==> config.mk <==
export PLATFORM = sky130hd
export DESIGN_NAME = write_addr_trace_debugger
export DESIGN_NICKNAME = d
export VERILOG_FILES = /design/src/rtl/write_addr_trace_pkg.sv /design/src/rtl/write_addr_trace_debugger_trace_fifo.sv /design/src/rtl/write_addr_trace_debugger.sv
export SDC_FILE = /design/constraint.sdc
export NUM_CORES = 1
export LEC_CHECK = 0
export BUFFER_PORTS_ARGS = -buffer_cell sky130_fd_sc_hd__buf_2
export CAP_MARGIN = 20
export CORE_ASPECT_RATIO = 1.25
export CORE_MARGIN = 3
export CORE_UTILIZATION = 50
export DETAILED_ROUTE_END_ITERATION = 12
export PLACE_DENSITY = 0.73
export SYNTH_ARGS = -nofsm -noshare
export SYNTH_HDL_FRONTEND = slang
export SYNTH_HIERARCHICAL = 1
export SYNTH_SLANG_ARGS = --single-unit
==> constraint.sdc <==
create_clock -name clock -period 3.2 [get_ports clock]
set_input_delay 0.16 -clock clock [delete_from_list [all_inputs] [get_ports clock]]
set_output_delay 0.16 -clock clock [all_outputs]
set_load 0.02 [all_outputs]
==> src/rtl/write_addr_trace_pkg.sv <==
// Shared register map, STATUS bit positions and trace-word packing for the
// write-address trace debugger.
package write_addr_trace_pkg;

   localparam logic [1:0] ADDR_TRACE   = 2'd0;
   localparam logic [1:0] ADDR_PART_EN = 2'd1;
   localparam logic [1:0] ADDR_STATUS  = 2'd2;
   localparam logic [1:0] ADDR_ID      = 2'd3;

   localparam int STATUS_CLEAR_BIT      = 0;
   localparam int STATUS_FREEZE_WR_BIT  = 1;
   localparam int STATUS_OVERFLOW_BIT   = 16;
   localparam int STATUS_FREEZE_BIT     = 17;
   localparam int STATUS_SEQ_LSB        = 32;

   localparam logic [15:0] ID_MAGIC = 16'hDB61;

   // Callers zero-extend seq and dbg to 24 bits, so unused field bits read 0.
   function automatic logic [63:0] pack_trace(input logic [23:0] seq, input logic [23:0] dbg);
      return {1'b1, 7'b0, seq, 8'b0, dbg};
   endfunction

endpackage

==> src/rtl/write_addr_trace_debugger_trace_fifo.sv <==
// Synchronous trace FIFO with clear; a push into a full FIFO is accepted
// when a pop happens in the same cycle.
module trace_fifo #(
   parameter int DEPTH = 16,
   parameter int WIDTH = 13
) (
   input  logic                     clock,
   input  logic                     reset,
   input  logic                     push,
   input  logic                     pop,
   input  logic                     clear,
   input  logic [WIDTH-1:0]         push_data,
   output logic [WIDTH-1:0]         head_data,
   output logic                     full,
   output logic                     empty,
   output logic [$clog2(DEPTH):0]   count,
   output logic                     push_accepted
);

   localparam int AW = $clog2(DEPTH);
   localparam logic [AW:0] FULL_COUNT = (AW+1)'(DEPTH);

   logic [WIDTH-1:0] mem [DEPTH];
   logic [AW-1:0]    rd_ptr;
   logic [AW-1:0]    wr_ptr;
   logic             do_pop;
   logic             do_push;

   assign empty         = (count == '0);
   assign full          = (count == FULL_COUNT);
   assign head_data     = mem[rd_ptr];
   assign do_pop        = pop && !empty;
   assign do_push       = push && !clear && (!full || do_pop);
   assign push_accepted = do_push;

   always_ff @(posedge clock) begin
      if (reset || clear) begin
         rd_ptr <= '0;
         wr_ptr <= '0;
         count  <= '0;
      end else begin
         if (do_pop)
            rd_ptr <= rd_ptr + AW'(1);
         if (do_push)
            wr_ptr <= wr_ptr + AW'(1);
         count <= count + (AW+1)'(do_push) - (AW+1)'(do_pop);
      end
   end

   always_ff @(posedge clock) begin
      if (do_push)
         mem[wr_ptr] <= push_data;
   end

endmodule

==> src/rtl/write_addr_trace_debugger.sv <==
// Avalon-MM debug slave: traces debug-info changes into a FIFO and owns the
// partition write-enable register. Optional freeze control: TRACE_FREEZE_EN.
module write_addr_trace_debugger #(
   parameter int PARTITIONS = 5,
   parameter int DBG_W      = 5,
   parameter int DEPTH      = 16,
   parameter int SEQ_W      = 8
) (
   input  logic                  clock,
   input  logic                  reset,
   input  logic [1:0]            io_Avalon_address,
   input  logic                  io_Avalon_read,
   output logic [63:0]           io_Avalon_readdata,
   output logic                  io_Avalon_readdatavalid,
   input  logic                  io_Avalon_write,
   input  logic [63:0]           io_Avalon_writedata,
   output logic                  io_Avalon_waitrequest,
   output logic [PARTITIONS-1:0] io_PartitionWriteEnables,
   input  logic [DBG_W-1:0]      io___dbgInfo
);

   import write_addr_trace_pkg::*;

   localparam int EW = SEQ_W + DBG_W;
   localparam int CW = $clog2(DEPTH) + 1;

   logic [SEQ_W-1:0]      seq;
   logic [DBG_W-1:0]      prev_dbg;
   logic                  overflow;
   logic                  freeze;
   logic                  change;
   logic                  capture;
   logic                  rd_trace;
   logic                  clear;
   logic [EW-1:0]         head_data;
   logic                  fifo_full;
   logic                  fifo_empty;
   logic [CW-1:0]         fifo_count;
   logic                  push_accepted;
   logic [63:0]           rd_word;
   logic                  unused_wdata;

   assign io_Avalon_waitrequest = 1'b0;
   assign unused_wdata          = ^{io_Avalon_writedata, fifo_full};

   assign change   = (io___dbgInfo != prev_dbg);
   assign capture  = change && !freeze;
   assign rd_trace = io_Avalon_read && (io_Avalon_address == ADDR_TRACE);
   assign clear    = io_Avalon_write && (io_Avalon_address == ADDR_STATUS)
                     && io_Avalon_writedata[STATUS_CLEAR_BIT];

   trace_fifo #(
      .DEPTH (DEPTH),
      .WIDTH (EW)
   ) u_fifo (
      .clock         (clock),
      .reset         (reset),
      .push          (capture),
      .pop           (rd_trace),
      .clear         (clear),
      .push_data     ({seq, io___dbgInfo}),
      .head_data     (head_data),
      .full          (fifo_full),
      .empty         (fifo_empty),
      .count         (fifo_count),
      .push_accepted (push_accepted)
   );

   // A clear in the same cycle as a dropped push still leaves overflow clear.
   always_ff @(posedge clock) begin
      if (reset) begin
         seq                      <= SEQ_W'(1);
         prev_dbg                 <= '0;
         overflow                 <= 1'b0;
         io_PartitionWriteEnables <= '0;
      end else begin
         prev_dbg <= io___dbgInfo;
         if (capture)
            seq <= seq + SEQ_W'(1);
         if (clear)
            overflow <= 1'b0;
         else if (capture && !push_accepted)
            overflow <= 1'b1;
         if (io_Avalon_write && (io_Avalon_address == ADDR_PART_EN))
            io_PartitionWriteEnables <= io_Avalon_writedata[PARTITIONS-1:0];
      end
   end

`ifdef TRACE_FREEZE_EN
   always_ff @(posedge clock) begin
      if (reset)
         freeze <= 1'b0;
      else if (io_Avalon_write && (io_Avalon_address == ADDR_STATUS))
         freeze <= io_Avalon_writedata[STATUS_FREEZE_WR_BIT];
   end
`else
   assign freeze = 1'b0;
`endif

   always_comb begin
      rd_word = '0;
      case (io_Avalon_address)
         ADDR_TRACE: begin
            if (!fifo_empty)
               rd_word = pack_trace(24'(head_data[EW-1:DBG_W]), 24'(head_data[DBG_W-1:0]));
         end
         ADDR_PART_EN: rd_word[PARTITIONS-1:0] = io_PartitionWriteEnables;
         ADDR_STATUS: begin
            rd_word[8:0]                                = 9'(fifo_count);
            rd_word[STATUS_OVERFLOW_BIT]                = overflow;
            rd_word[STATUS_FREEZE_BIT]                  = freeze;
            rd_word[STATUS_SEQ_LSB+7:STATUS_SEQ_LSB]    = 8'(seq);
         end
         ADDR_ID: rd_word = {ID_MAGIC, 8'(DEPTH-1), 8'(PARTITIONS), 8'(DBG_W), 8'(SEQ_W), 16'h0};
         default: rd_word = '0;
      endcase
   end

   always_ff @(posedge clock) begin
      if (reset) begin
         io_Avalon_readdata      <= '0;
         io_Avalon_readdatavalid <= 1'b0;
      end else begin
         io_Avalon_readdatavalid <= io_Avalon_read;
         if (io_Avalon_read)
            io_Avalon_readdata <= rd_word;
      end
   end

endmodule

Word level (Yosys, flattened, before mapping)
Memory sizes are Yosys's and may differ from the RTL's. A register that Yosys moved wholly into a read port is not among the register bits.
Index checks and enable logic that the tools add are counted.
- order comparisons: 0
- div/mod/pow operators: 0
- multiplexer cells: 12
- reduce and logical (&&, ||, !) cells: 17
- shifts and indexed selects: 0
- $mul: 0
- bitwise logic cells: 0
- equal/unequal tests: 5
- add/sub/neg operators: 5
- operators with widths (cell ; count):
    $mux 64 ; 1
    $pmux 24 s2 ; 1
    $pmux 14 s2 ; 1
    $pmux 8 s3 ; 1
    $pmux 5 s4 ; 1
    $mux 4 ; 3
    $add 4x1->4 const B ; 2
    $add 8x1->8 const B ; 1
    $logic_and 1x1->1 ; 8
    $mux 7 ; 1
    $add 5x1->5 ; 1
    $eq 5x5->1 const B ; 1
    $logic_not 5->1 ; 1
    $ne 5x5->1 ; 1
    $sub 5x1->5 ; 1
    $eq 2x2->1 const B ; 2
    $logic_not 1->1 ; 4
    $pmux 2 s2 ; 1
    $eq 2x1->1 const B ; 1
    $logic_not 2->1 ; 1
    $logic_or 1x1->1 ; 2
    $mux 1 ; 2
    $reduce_or 2->1 ; 1
- output and inout bits: 71
- latch bits: 0
- memories: 1
- input port bits: 75
- register bits: 97
- ROM bits: 0
- word-level logic and storage cells: 49
- bits in writable memories: 208
- memory list (name ; depth ; width ; rd ports ; clocked after memory_dff ; write ports ; line ; text):
    u_fifo.mem ; 16 ; 13 ; 1 ; 1 ; 1 ; write_addr_trace_debugger_trace_fifo.sv:23 ; logic [WIDTH-1:0] mem [DEPTH];

Logic depth before layout (Yosys ltp)
Gate-level depths: netlist of the first run.
- word-level depth: 8
- depth in mapped cells: 14
- mapped depth without buffers: 13

Hierarchy
Netlist of the first run, hierarchy kept.
- by module, submodules not included (module ; area an instance (um^2) ; instances ; cells an instance):
    trace_fifo ; 8849.7 ; 1 ; 436
    write_addr_trace_debugger ; 2214.6 ; 1 ; 268

Worst setup path after synthesis of the first run
OpenSTA, ideal clock, no wires.
- path kind: register -> register
- from: register prev_dbg[0]
- to: memory u_fifo.mem[3][0], enable pin
- path slack: 18 ps
- stages on the path, launching flop included: 9
- data required time: 2783 ps
- path buffers: 1
- data arrival time: 2765 ps
- cells stage by stage: dfxtp_1 > xor2_1 > nor2_2 > and2_1 > inv_1 > nor2b_1 > o41ai_4 > buf_2 > nor4_1
- word-level cells in the longest chain between the ends: 5
- ends and longest elaborated chain (element ; line ; text):
    from (decl) ; write_addr_trace_debugger.sv:28 ; logic [DBG_W-1:0] prev_dbg;
    from (signal assigned) ; write_addr_trace_debugger.sv:77 ; prev_dbg <= io___dbgInfo;
    $ne 5x5->1 ; write_addr_trace_debugger.sv:46 ; assign change = (io___dbgInfo != prev_dbg);
    via capture ; write_addr_trace_debugger.sv:32 ; logic capture;
    $logic_and 1x1->1 (2 in a row) ; write_addr_trace_debugger_trace_fifo.sv:33 ; assign do_push = push && !clear && (!full || do_pop);
    $mux 1 ; write_addr_trace_debugger_trace_fifo.sv:51 ; if (do_push)
    $mux 1 (not written as such) ; write_addr_trace_debugger_trace_fifo.sv:52 ; mem[wr_ptr] <= push_data;
    to (decl) ; write_addr_trace_debugger_trace_fifo.sv:23 ;
The timed path passes the listed nets, and every way through them passes these cells.

Worst setup path after layout of the first run
- from: register u_fifo.count[2]
- to: register u_fifo.count[4]
- word-level cells in the longest chain between the ends: 7
- ends and longest elaborated chain (element ; line ; text):
    from (decl) ; write_addr_trace_debugger_trace_fifo.sv:16 ; output logic [$clog2(DEPTH):0] count,
    from (signal assigned) ; write_addr_trace_debugger_trace_fifo.sv:46 ; count <= count + (AW+1)'(do_push) - (AW+1)'(do_pop);
    $logic_not 5->1 ; write_addr_trace_debugger_trace_fifo.sv:29 ; assign empty = (count == '0);
    $logic_not 1->1 ; write_addr_trace_debugger_trace_fifo.sv:32 ; assign do_pop = pop && !empty;
    $logic_and 1x1->1 ; write_addr_trace_debugger_trace_fifo.sv:32 ;
    $logic_or 1x1->1 ; write_addr_trace_debugger_trace_fifo.sv:33 ;
    $logic_and 1x1->1 ; write_addr_trace_debugger_trace_fifo.sv:33 ;
    $add 5x1->5 ; write_addr_trace_debugger_trace_fifo.sv:46 ;
    $sub 5x1->5 * ; write_addr_trace_debugger_trace_fifo.sv:46 ;
Every way passes the cells marked *; elsewhere a longest branch is shown, timed or not.
A chain may end at the register's enable or synchronous reset.

==> results.cfg, run 1 <==
[global_routing]
grt_antenna_before_repair = 0
globalRouteOverflowTotal = 0
grt_pass1_wl_um = 35600
grt_max_degree = 46
grt_pass1_vias = 6345
grt_usage_pct = 19.1

[sta]
relSlewSlack_pct = 39.1
worst_clock_skew_ns = 0.0148
setup_ws_ns = 0.198
slew_viol_final = 0
fin_setup_tns_ns = 0
post-route-min-period_ns = 3.00
period_share_pct = 93.8
tightestPinTransition_ns = 0.914
rsz0062_at_grt = false
fmax_mhz = 333
setup-violations-final = 0
finalHoldViolations = 0

[die]
start_util_pct = 51.2
pin_count = 146
fp.dieW_um = 139
core-area_sq_um = 21600
dieArea_sq_um = 24000
rows = 60
die_h_um = 172

[cells_and_area]
utilization_pct = 57.2
area_delta_synth_final_pct = 11.9
antennaDiodeCount = 0
fin_cells = 1072
final_nets = 868
drive_above_1_share_pct = 20.4

[clock_tree]
cts_buffers = 25
cts.htree.levels = 1
cts_resized = 0
clock_latency_ns = 0.53
cts_tree = done
clkTransAtPathRegs_ns = 0.06
clock_path_buffers = 3
root_buffer = clkbuf_16
clock-sinks = 262

[pwr]
total_power_mw = 8.19
p_per_area_nw_per_um2 = 662
p_leak_nw = 4.44
max-vdd-ir-drop_uv = 400

[logic_synthesis]
synth_cells = 703
syn_area_sq_um = 11100
yosys_warnings = 6
synth_area_per_cell_sq_um = 15.7

[routing]
num_vias = 6248
routedWlPerCell_um = 21.6
drcViolationCount = 0
drt-initial-drc-count = 492
postRouteWirelength_um = 23200
dr.pass1.iters = 5
vias_per_cell = 5.83
drtAntennaViolNets = 0

[critical_path]
cp_max_fo = 5
rr_endpoint = u_fifo/count[4]$_SDFF_PP0_
end_kind = register
start_kind = register
ff2ff_setup_slack_ns = 0.20
r2r-start = u_fifo/count[2]$_SDFF_PP0_
critical_path_class = reg -> reg
crit_required_ns = 3.65
critPathArrivalTime_ns = 3.45
worst_r2r_path_depth = 13

[placed_design]
dp_hpwl_um = 14600
numPlacedInstances = 1017
io_buffers = 51
place_congestion = 0.760
dp_slack_ns = 0.0923

[worst_hold_path]
min_from = io_Avalon_write
min_to = io_PartitionWriteEnables[4]$_SDFFE_PP0P_
hold_depth = 3
holdCritPathClass = in -> reg

[run]
max_cap_violations = 0

[run_status]
status = complete, no violations
-- metrics by stage --
stage / hold slack, ns / area [sq um]
after floorplan: 0.259 / 11200
after global routing: 0.0154 / 12400
after CTS: 0.0121 / 12400
after global placement: 0.415 / 11500
after detailed placement: 0.420 / 11500
final: 0.0238 / 12400
-- cell usage in the layout (no fill, tap or decap), drive strengths merged, types with 7 or more instances in the layout --
master	n
edfxtp	208
buf	82
dfxtp	54
mux4	52
nor2	40
nand2	35
conb	35
a21oi	32
a22oi	32
clkbuf	27
inv	21
nor2b	19
ha	18
nand3	17
clkinv	13
xor2	9
dlygate4sd3	9
nor3	9
and2	8
and3	7
-- sequential cells by signal, indices dropped and copies added, names as in the netlist, 4 cells and up, named ones only --
signal	count
io_Avalon_readdata	17
io_PartitionWriteEnables	5
prev_dbg	5
seq	8
u_fifo/count	5
u_fifo/mem	208
u_fifo/rd_ptr	4
u_fifo/wr_ptr	4
-- metal layers --
metal / GRT usage, % / up-vias / share of wire (%)
met1: 25.0 / 3145 / 40
met2: 33.1 / 281 / 49
li1: - / 2766 / -
met4: 5.49 / 0 / 2.8
met5: 0 / - / 0
met3: 3.40 / 56 / 7.3
-- worst max path at each step --
stage                                     from                          to  slack (ns)  cells after the start
floorplan               prev_dbg[0]$_SDFF_PP0_  u_fifo/mem[3][0]$_DFFE_PP_        0.02                      8
global placement               io___dbgInfo[4]  u_fifo/count[4]$_SDFF_PP0_        0.20                     14
detailed placement             io___dbgInfo[4]  u_fifo/count[4]$_SDFF_PP0_        0.09                     14
CTS                     prev_dbg[4]$_SDFF_PP0_  u_fifo/count[4]$_SDFF_PP0_        0.20                     13
global route        u_fifo/count[3]$_SDFF_PP0_  u_fifo/count[4]$_SDFF_PP0_        0.06                     13
finish              u_fifo/count[2]$_SDFF_PP0_  u_fifo/count[4]$_SDFF_PP0_        0.20                     13
-- worst max-delay path, cell delays in order, from the launching register on --
cell and delay [ns]:
dfxtp_1 0.33, inv_1 0.10, ha_1 0.17, or4b_4 0.50, nand2_1 0.16, inv_1 0.06, ha_1 0.26, inv_1 0.03
ha_1 0.19, fa_1 0.42, a21oi_1 0.16, nor2_1 0.06, or3_1 0.34, a21oi_1 0.15
-- area by class of cell --
type	instances	area [sq um]
Timing Repair Buffer	91	591
Clock inverter	19	124
Fill cell	1614	9250
Multi-Input combinational cell	375	3280
Sequential cell	262	7330
Inverter	19	71.3
Clock buffer	27	633
Tap cell	279	349
-- what timing repair did --
action | CTS | global route
setup buffers | 0 | 0
endpoints found under the hold margin | 5 | 0
hold buffers | 9 | 0
-- power by group --
group,switching [mW],total (mW),internal (mW)
combinational,0.770,1.31,0.538
sequential,0.154,4.14,3.99
clock,1.22,2.73,1.51
total,2.14,8.19,6.04
No activity file was read; power rests on OpenSTA's default activity.
==> run 2, diff against run 1 <==
--- a/config.mk
+++ b/config.mk
@@ -14,5 +14,4 @@
 export PLACE_DENSITY = 0.73
 export SYNTH_ARGS = -nofsm -noshare
 export SYNTH_HDL_FRONTEND = slang
-export SYNTH_HIERARCHICAL = 1
 export SYNTH_SLANG_ARGS = --single-unit
==> run 2 against run 1 <==
  * Non-clock buffer count down 11
  * Clock skew down 0.0031 ns
  * Sequential share of layout area up 0.060 points
  * Critical path type unchanged
==> results.cfg, run 2 <==
[run_status]
status = complete, no violations

[logic_synthesis]
synth_top_area_share_pct = 56.2
async_flop_share_pct = 0
synth-edff-count = 208
yosys_warnings = 0
yosys-top-cells-count = edfxtp_1 (208), mux2i_1 (65), buf_4 (56)
synthTopCellsByArea = edfxtp_1 (56%), dfxtp_1 (9.6%), mux2i_1 (5.9%)
synth_cells = 743
ys_ff_latch = 261
yosys.cell_count.top_type = edfxtp_1
yosysSeqAreaShare_pct = 65.8
syn_area_sq_um = 11100
synthDistinctLibCells = 54
synth_top_cell_by_area = edfxtp_1
synth_area_per_cell_sq_um = 14.9
synthFlopType = edfxtp_1

[critical_path]
cp_slowest_stage_delay_ns = 0.38
start_kind = register
crit_family = simple AND/OR/NAND/NOR gates
critPathBufInv = 2
end_kind = register
critical_path_class = reg -> reg
cp_max_fo = 6
slowest_stage = fa_1
cp_cell_sequence = inv_1 -> ha_1 -> or4b_1 -> nand3_1 -> or2_2 -> nand2_1 -> ha_1 -> inv_1 -> fa_1 -> nand2b_1 -> a21oi_1 -> o21ai_0 -> nor3b_1
crit_required_ns = 3.60
critPathArrivalTime_ns = 3.29

[routing]
dr.pass1.iters = 5
drcViolationCount = 0
drtAntennaViolNets = 0
postRouteWirelength_um = 23200
num_vias = 6337
vias_per_cell = 5.75
drt-initial-drc-count = 523
routedWlPerCell_um = 21.1

[sta]
worst_clock_skew_ns = 0.0116
rsz0062_at_grt = false
fmax_mhz = 347
setup-violations-final = 0
tightestPinTransition_ns = 0.878
finalHoldViolations = 0
post-route-min-period_ns = 2.89
fin_setup_tns_ns = 0
period_share_pct = 90.2
relSlewSlack_pct = 41.5
slew_viol_final = 0

[clock_tree]
cts_setup_buffers = 0
clock-sinks = 261
cts-hold-fix-buffers = 10
cts_resized = 0
root_buffer = clkbuf_16
cts_buffers = 26
clock_path_buffers = 3
cts_tree = done
clkTransAtPathRegs_ns = 0.06
clock_latency_ns = 0.53
cts.htree.levels = 1

[cells_and_area]
area_delta_synth_final_pct = 11.0
largest_reg_flops = 208
largest_registers = u_fifo.mem x208, io_Avalon_readdata x16, seq x8
most-common-layout-cells = edfxtp_1 (208), mux2i_1 (65), dfxtp_1 (51), buf_2 (51)
utilization_pct = 56.8
antennaDiodeCount = 0
final_nets = 896
largest-register = u_fifo.mem
layout_commonest_cell = edfxtp_1
fin_cells = 1102
drive_above_1_share_pct = 17.5
design_area_sq_um = 12300

[die]
start_util_pct = 51.2
rows = 60
die_h_um = 173
pin_count = 146
fp.dieW_um = 139
core-area_sq_um = 21700
dieArea_sq_um = 24000

[worst_hold_path]
holdCritPathClass = in -> reg

[pwr]
max-vdd-ir-drop_uv = 547
p_seq_share_pct = 50.4
netSwitchingPower_mw = 2.12
p_comb_share_pct = 14.0
cellInternalPower_mw = 6.06
clkPwrFrac_pct = 35.6
swShare_pct = 25.9
total_power_mw = 8.17
p_leak_nw = 4.24
p_per_area_nw_per_um2 = 663

[global_routing]
grt_pass1_vias = 6399
grt_usage_pct = 19.1
globalRouteOverflowTotal = 0
grt_max_degree = 35
grt_antenna_before_repair = 0
grt_pass1_wl_um = 35900

[placed_design]
place_congestion = 0.835
io_buffers = 51
numPlacedInstances = 1043
dp_hpwl_um = 14500
postPlaceCellArea_sq_um = 11400

[run]
max_cap_violations = 0
-- run 2: worst register-to-register path: cells and delay by family (launching register included) --
family / cells / cell delay [ns]
adder cells (fa/ha/maj): 3 / 0.76
buffers and inverters: 2 / 0.13
AND/OR/NAND/NOR: 6 / 1.23
AO/OA/AOI/OAI: 2 / 0.30
flip-flops: 1 / 0.35
-- run 2: metrics by stage --
stage	hold slack, ns	worst slack [ns]
detailed placement	0.421	0.354
global route	0.0435	0.0654
CTS	0.0291	0.331
floorplan	0.259	0.654
global placement	0.424	0.400
finish	0.0444	0.314
-- run 2: layer usage --
metal	track usage, %	share of wire (%)	routed length, um	vias to the layer above
met5	0	0	0	-
met4	7.54	3.4	792	0
met3	2.88	5.6	1300	54
met2	33.3	51	11900	220
met1	23.9	40	9290	3185
li1	-	-	-	2878
-- run 2: power groups by stage --
stage / Clock, mW / Combinational (mW) / Sequential [mW]
after floorplan: 0 / 0.849 / 4.16
after global placement: 0 / 1.09 / 4.18
after detailed placement: 0 / 1.11 / 4.19
after CTS: 2.96 / 1.13 / 4.12
after global routing: 3.10 / 1.26 / 4.15
final: 2.91 / 1.14 / 4.12
-- run 2: layout make-up --
cell class / instances / area, sq um
Clock inverter: 19 / 159
Fill cell: 1707 / 9370
Tap cell: 279 / 349
Sequential cell: 261 / 7310
Clock buffer: 29 / 662
Multi-Input combinational cell: 420 / 3300
Timing Repair Buffer: 80 / 495
Inverter: 14 / 52.6
-- run 2: cell families after synthesis --
| logic type | after synthesis | share of synthesized area (%) |
|---|---|---|
| AND/OR/NAND/NOR | 152 | 7.08 |
| XOR/XNOR | 10 | 0.789 |
| multiplexers | 98 | 12.0 |
| adder cells (fa/ha/maj) | 18 | 2.10 |
| AO/OA/AOI/OAI | 107 | 6.56 |
| flip-flops | 261 | 65.8 |
| buffers and inverters | 96 | 5.63 |
| other | 1 | 0.0338 |
-- run 2: path summary, 6_finish.rpt --
| kind | from | endpoint | slack [ns] | cells past startpoint |
|---|---|---|---|---|
| setup / recovery | u_fifo.count[2]$_SDFF_PP0_ | u_fifo.count[4]$_SDFF_PP0_ | 0.31 | 13 |
| hold / removal | io___dbgInfo[3] | u_fifo.mem[7][3]$_DFFE_PP_ | 0.04 | 1 |
| setup reg to reg | u_fifo.count[2]$_SDFF_PP0_ | u_fifo.count[4]$_SDFF_PP0_ | 0.31 | 13 |
| hold reg to reg | overflow$_SDFFE_PP0P_ | overflow$_SDFFE_PP0P_ | 0.47 | 2 |
==> run 3, diff against run 2 <==
--- a/config.mk
+++ b/config.mk
@@ -11,7 +11,7 @@
 export CORE_MARGIN = 3
 export CORE_UTILIZATION = 50
 export DETAILED_ROUTE_END_ITERATION = 12
-export PLACE_DENSITY = 0.73
+export PLACE_DENSITY_LB_ADDON = 0.2
 export SYNTH_ARGS = -nofsm -noshare
 export SYNTH_HDL_FRONTEND = slang
 export SYNTH_SLANG_ARGS = --single-unit
==> constraint.sdc (replaced) <==
create_clock -name clock -period 3.2 [get_ports clock]
set_input_delay 0.16 -clock clock [delete_from_list [all_inputs] [get_ports clock]]
set_output_delay 0.16 -clock clock [all_outputs]
set_load 0.1 [all_outputs]
==> run 3 against run 2 <==
  * Utilization rose by 0.33 points
  * Critical path type unchanged
  * Worst hold slack improved by 0.018 ns
  * Register-to-register slack got worse by 0.02 ns
  * Total power rose by 6.8%
  * Sequential cell count did not move
==> results.cfg, run 3 (synthesis results as in run 2) <==
[run_status]
status = complete, no violations

[routing]
routedWlPerCell_um = 21.5
vias_per_cell = 5.77
drtAntennaViolNets = 0
dr.pass1.iters = 5
drt-initial-drc-count = 435
num_vias = 6344
drcViolationCount = 0
postRouteWirelength_um = 23600

[clock_tree]
root_buffer = clkbuf_16
cts.htree.levels = 1
cts_tree = done
cts_setup_buffers = 0
cts_buffers = 26
clkTransAtPathRegs_ns = 0.06
clock_latency_ns = 0.52
clock_path_buffers = 3
clock-sinks = 261
cts_resized = 0

[cells_and_area]
largest_reg_flops = 208
final_nets = 894
most-common-layout-cells = edfxtp_1 (208), mux2i_1 (65), dfxtp_1 (51), buf_2 (51)
fin_cells = 1100
utilization_pct = 57.2
largest_registers = u_fifo.mem x208, io_Avalon_readdata x16, seq x8
design_area_sq_um = 12400
drive_above_1_share_pct = 17.2
layout_commonest_cell = edfxtp_1
largest-register = u_fifo.mem
area_delta_synth_final_pct = 11.7

[pwr]
p_leak_nw = 4.27
p_comb_share_pct = 16.4
clkPwrFrac_pct = 36.2
netSwitchingPower_mw = 2.38
swShare_pct = 27.2
total_power_mw = 8.73
max-vdd-ir-drop_uv = 470
p_seq_share_pct = 47.4
p_per_area_nw_per_um2 = 704
cellInternalPower_mw = 6.35

[critical_path]
ff2ff_setup_slack_ns = 0.29
cp_num_cells = 13
critPathBufInv = 2
slowest_stage = fa_1
crit_family = simple AND/OR/NAND/NOR gates
crit_required_ns = 3.59
cp_cell_sequence = inv_1 -> ha_1 -> or4b_1 -> nand3_1 -> or2_2 -> nand2_1 -> ha_1 -> inv_1 -> fa_1 -> nand2b_1 -> a21oi_1 -> o21ai_0 -> nor3b_1
critPathArrivalTime_ns = 3.30
start_kind = register
critical_path_class = reg -> reg
cp_slowest_stage_delay_ns = 0.39
cp_max_fo = 6
worst_r2r_path_depth = 13
end_kind = register

[worst_hold_path]
hold_depth = 1
holdCritPathClass = in -> reg

[global_routing]
grt_pass1_wl_um = 36400
grt_max_degree = 34
grt_usage_pct = 19.3
globalRouteOverflowTotal = 0
grt_use_met3_pct = 2.71
grt_antenna_before_repair = 0
grt_busiest_layer = met2
use_met2_pct = 32.7
grt_pass1_vias = 6428
grt_util_met1_pct = 25.9

[sta]
worst_clock_skew_ns = 0.00974
relSlewSlack_pct = 31.7
rsz0062_at_grt = false
holdWs_ns = 0.0627
fin_setup_tns_ns = 0
fmax_mhz = 344
tightestPinTransition_ns = 1.02
post-route-min-period_ns = 2.91
setup_ws_ns = 0.295
setup-violations-final = 0
finalHoldViolations = 0
period_share_pct = 90.8
slew_viol_final = 0

[run]
max_cap_violations = 0

[die]
start_util_pct = 51.2
fp.dieW_um = 139
rows = 60
die_h_um = 173
dieArea_sq_um = 24000
pin_count = 146
core-area_sq_um = 21700

[placed_design]
dp_hpwl_um = 15200
place_congestion = 0.821
dp_slack_ns = 0.344
numPlacedInstances = 1042
postPlaceCellArea_sq_um = 11400
io_buffers = 51
## run 3: metal layers
layer	vias to the layer above	part of all wire, %	routed length [um]
met5	-	0	0
met2	263	50	11700
met3	38	6.2	1460
met1	3170	42	9840
li1	2873	-	-
met4	0	2.3	554
## run 3: cell type report
cell class,instances,area [sq um]
inverter,14,52.6
multi-input combinational,420,3300
clock buffer,34,702
clock inverter,13,189
timing repair buffer,78,495
tap,279,349
sequential,261,7310
fill,1699,9300
antenna,1,2.50
## run 3: timing repair
action / 4_1_cts / 5_1_grt
endpoints found under the hold margin: 5 / 0
endpoints found under the setup margin: 0 / 0
hold buffers: 10 / 0
## run 3: power by group through the flow
stage	clock [mW]	sequential [mW]	combinational (mW)
after global placement	0	4.19	1.39
after global routing	3.35	4.17	1.54
after CTS	3.20	4.14	1.43
final	3.16	4.14	1.43
after floorplan	0	4.26	1.03
after detailed placement	0	4.21	1.42
## run 3: path summary, 6_finish.rpt
| kind | start | to |
|---|---|---|
| worst max-delay path | u_fifo.count[3]$_SDFF_PP0_ | u_fifo.count[4]$_SDFF_PP0_ |
| worst min-delay path | io___dbgInfo[4] | u_fifo.mem[10][4]$_DFFE_PP_ |
| worst max register to register | u_fifo.count[3]$_SDFF_PP0_ | u_fifo.count[4]$_SDFF_PP0_ |
| worst min register to register | overflow$_SDFFE_PP0P_ | overflow$_SDFFE_PP0P_ |
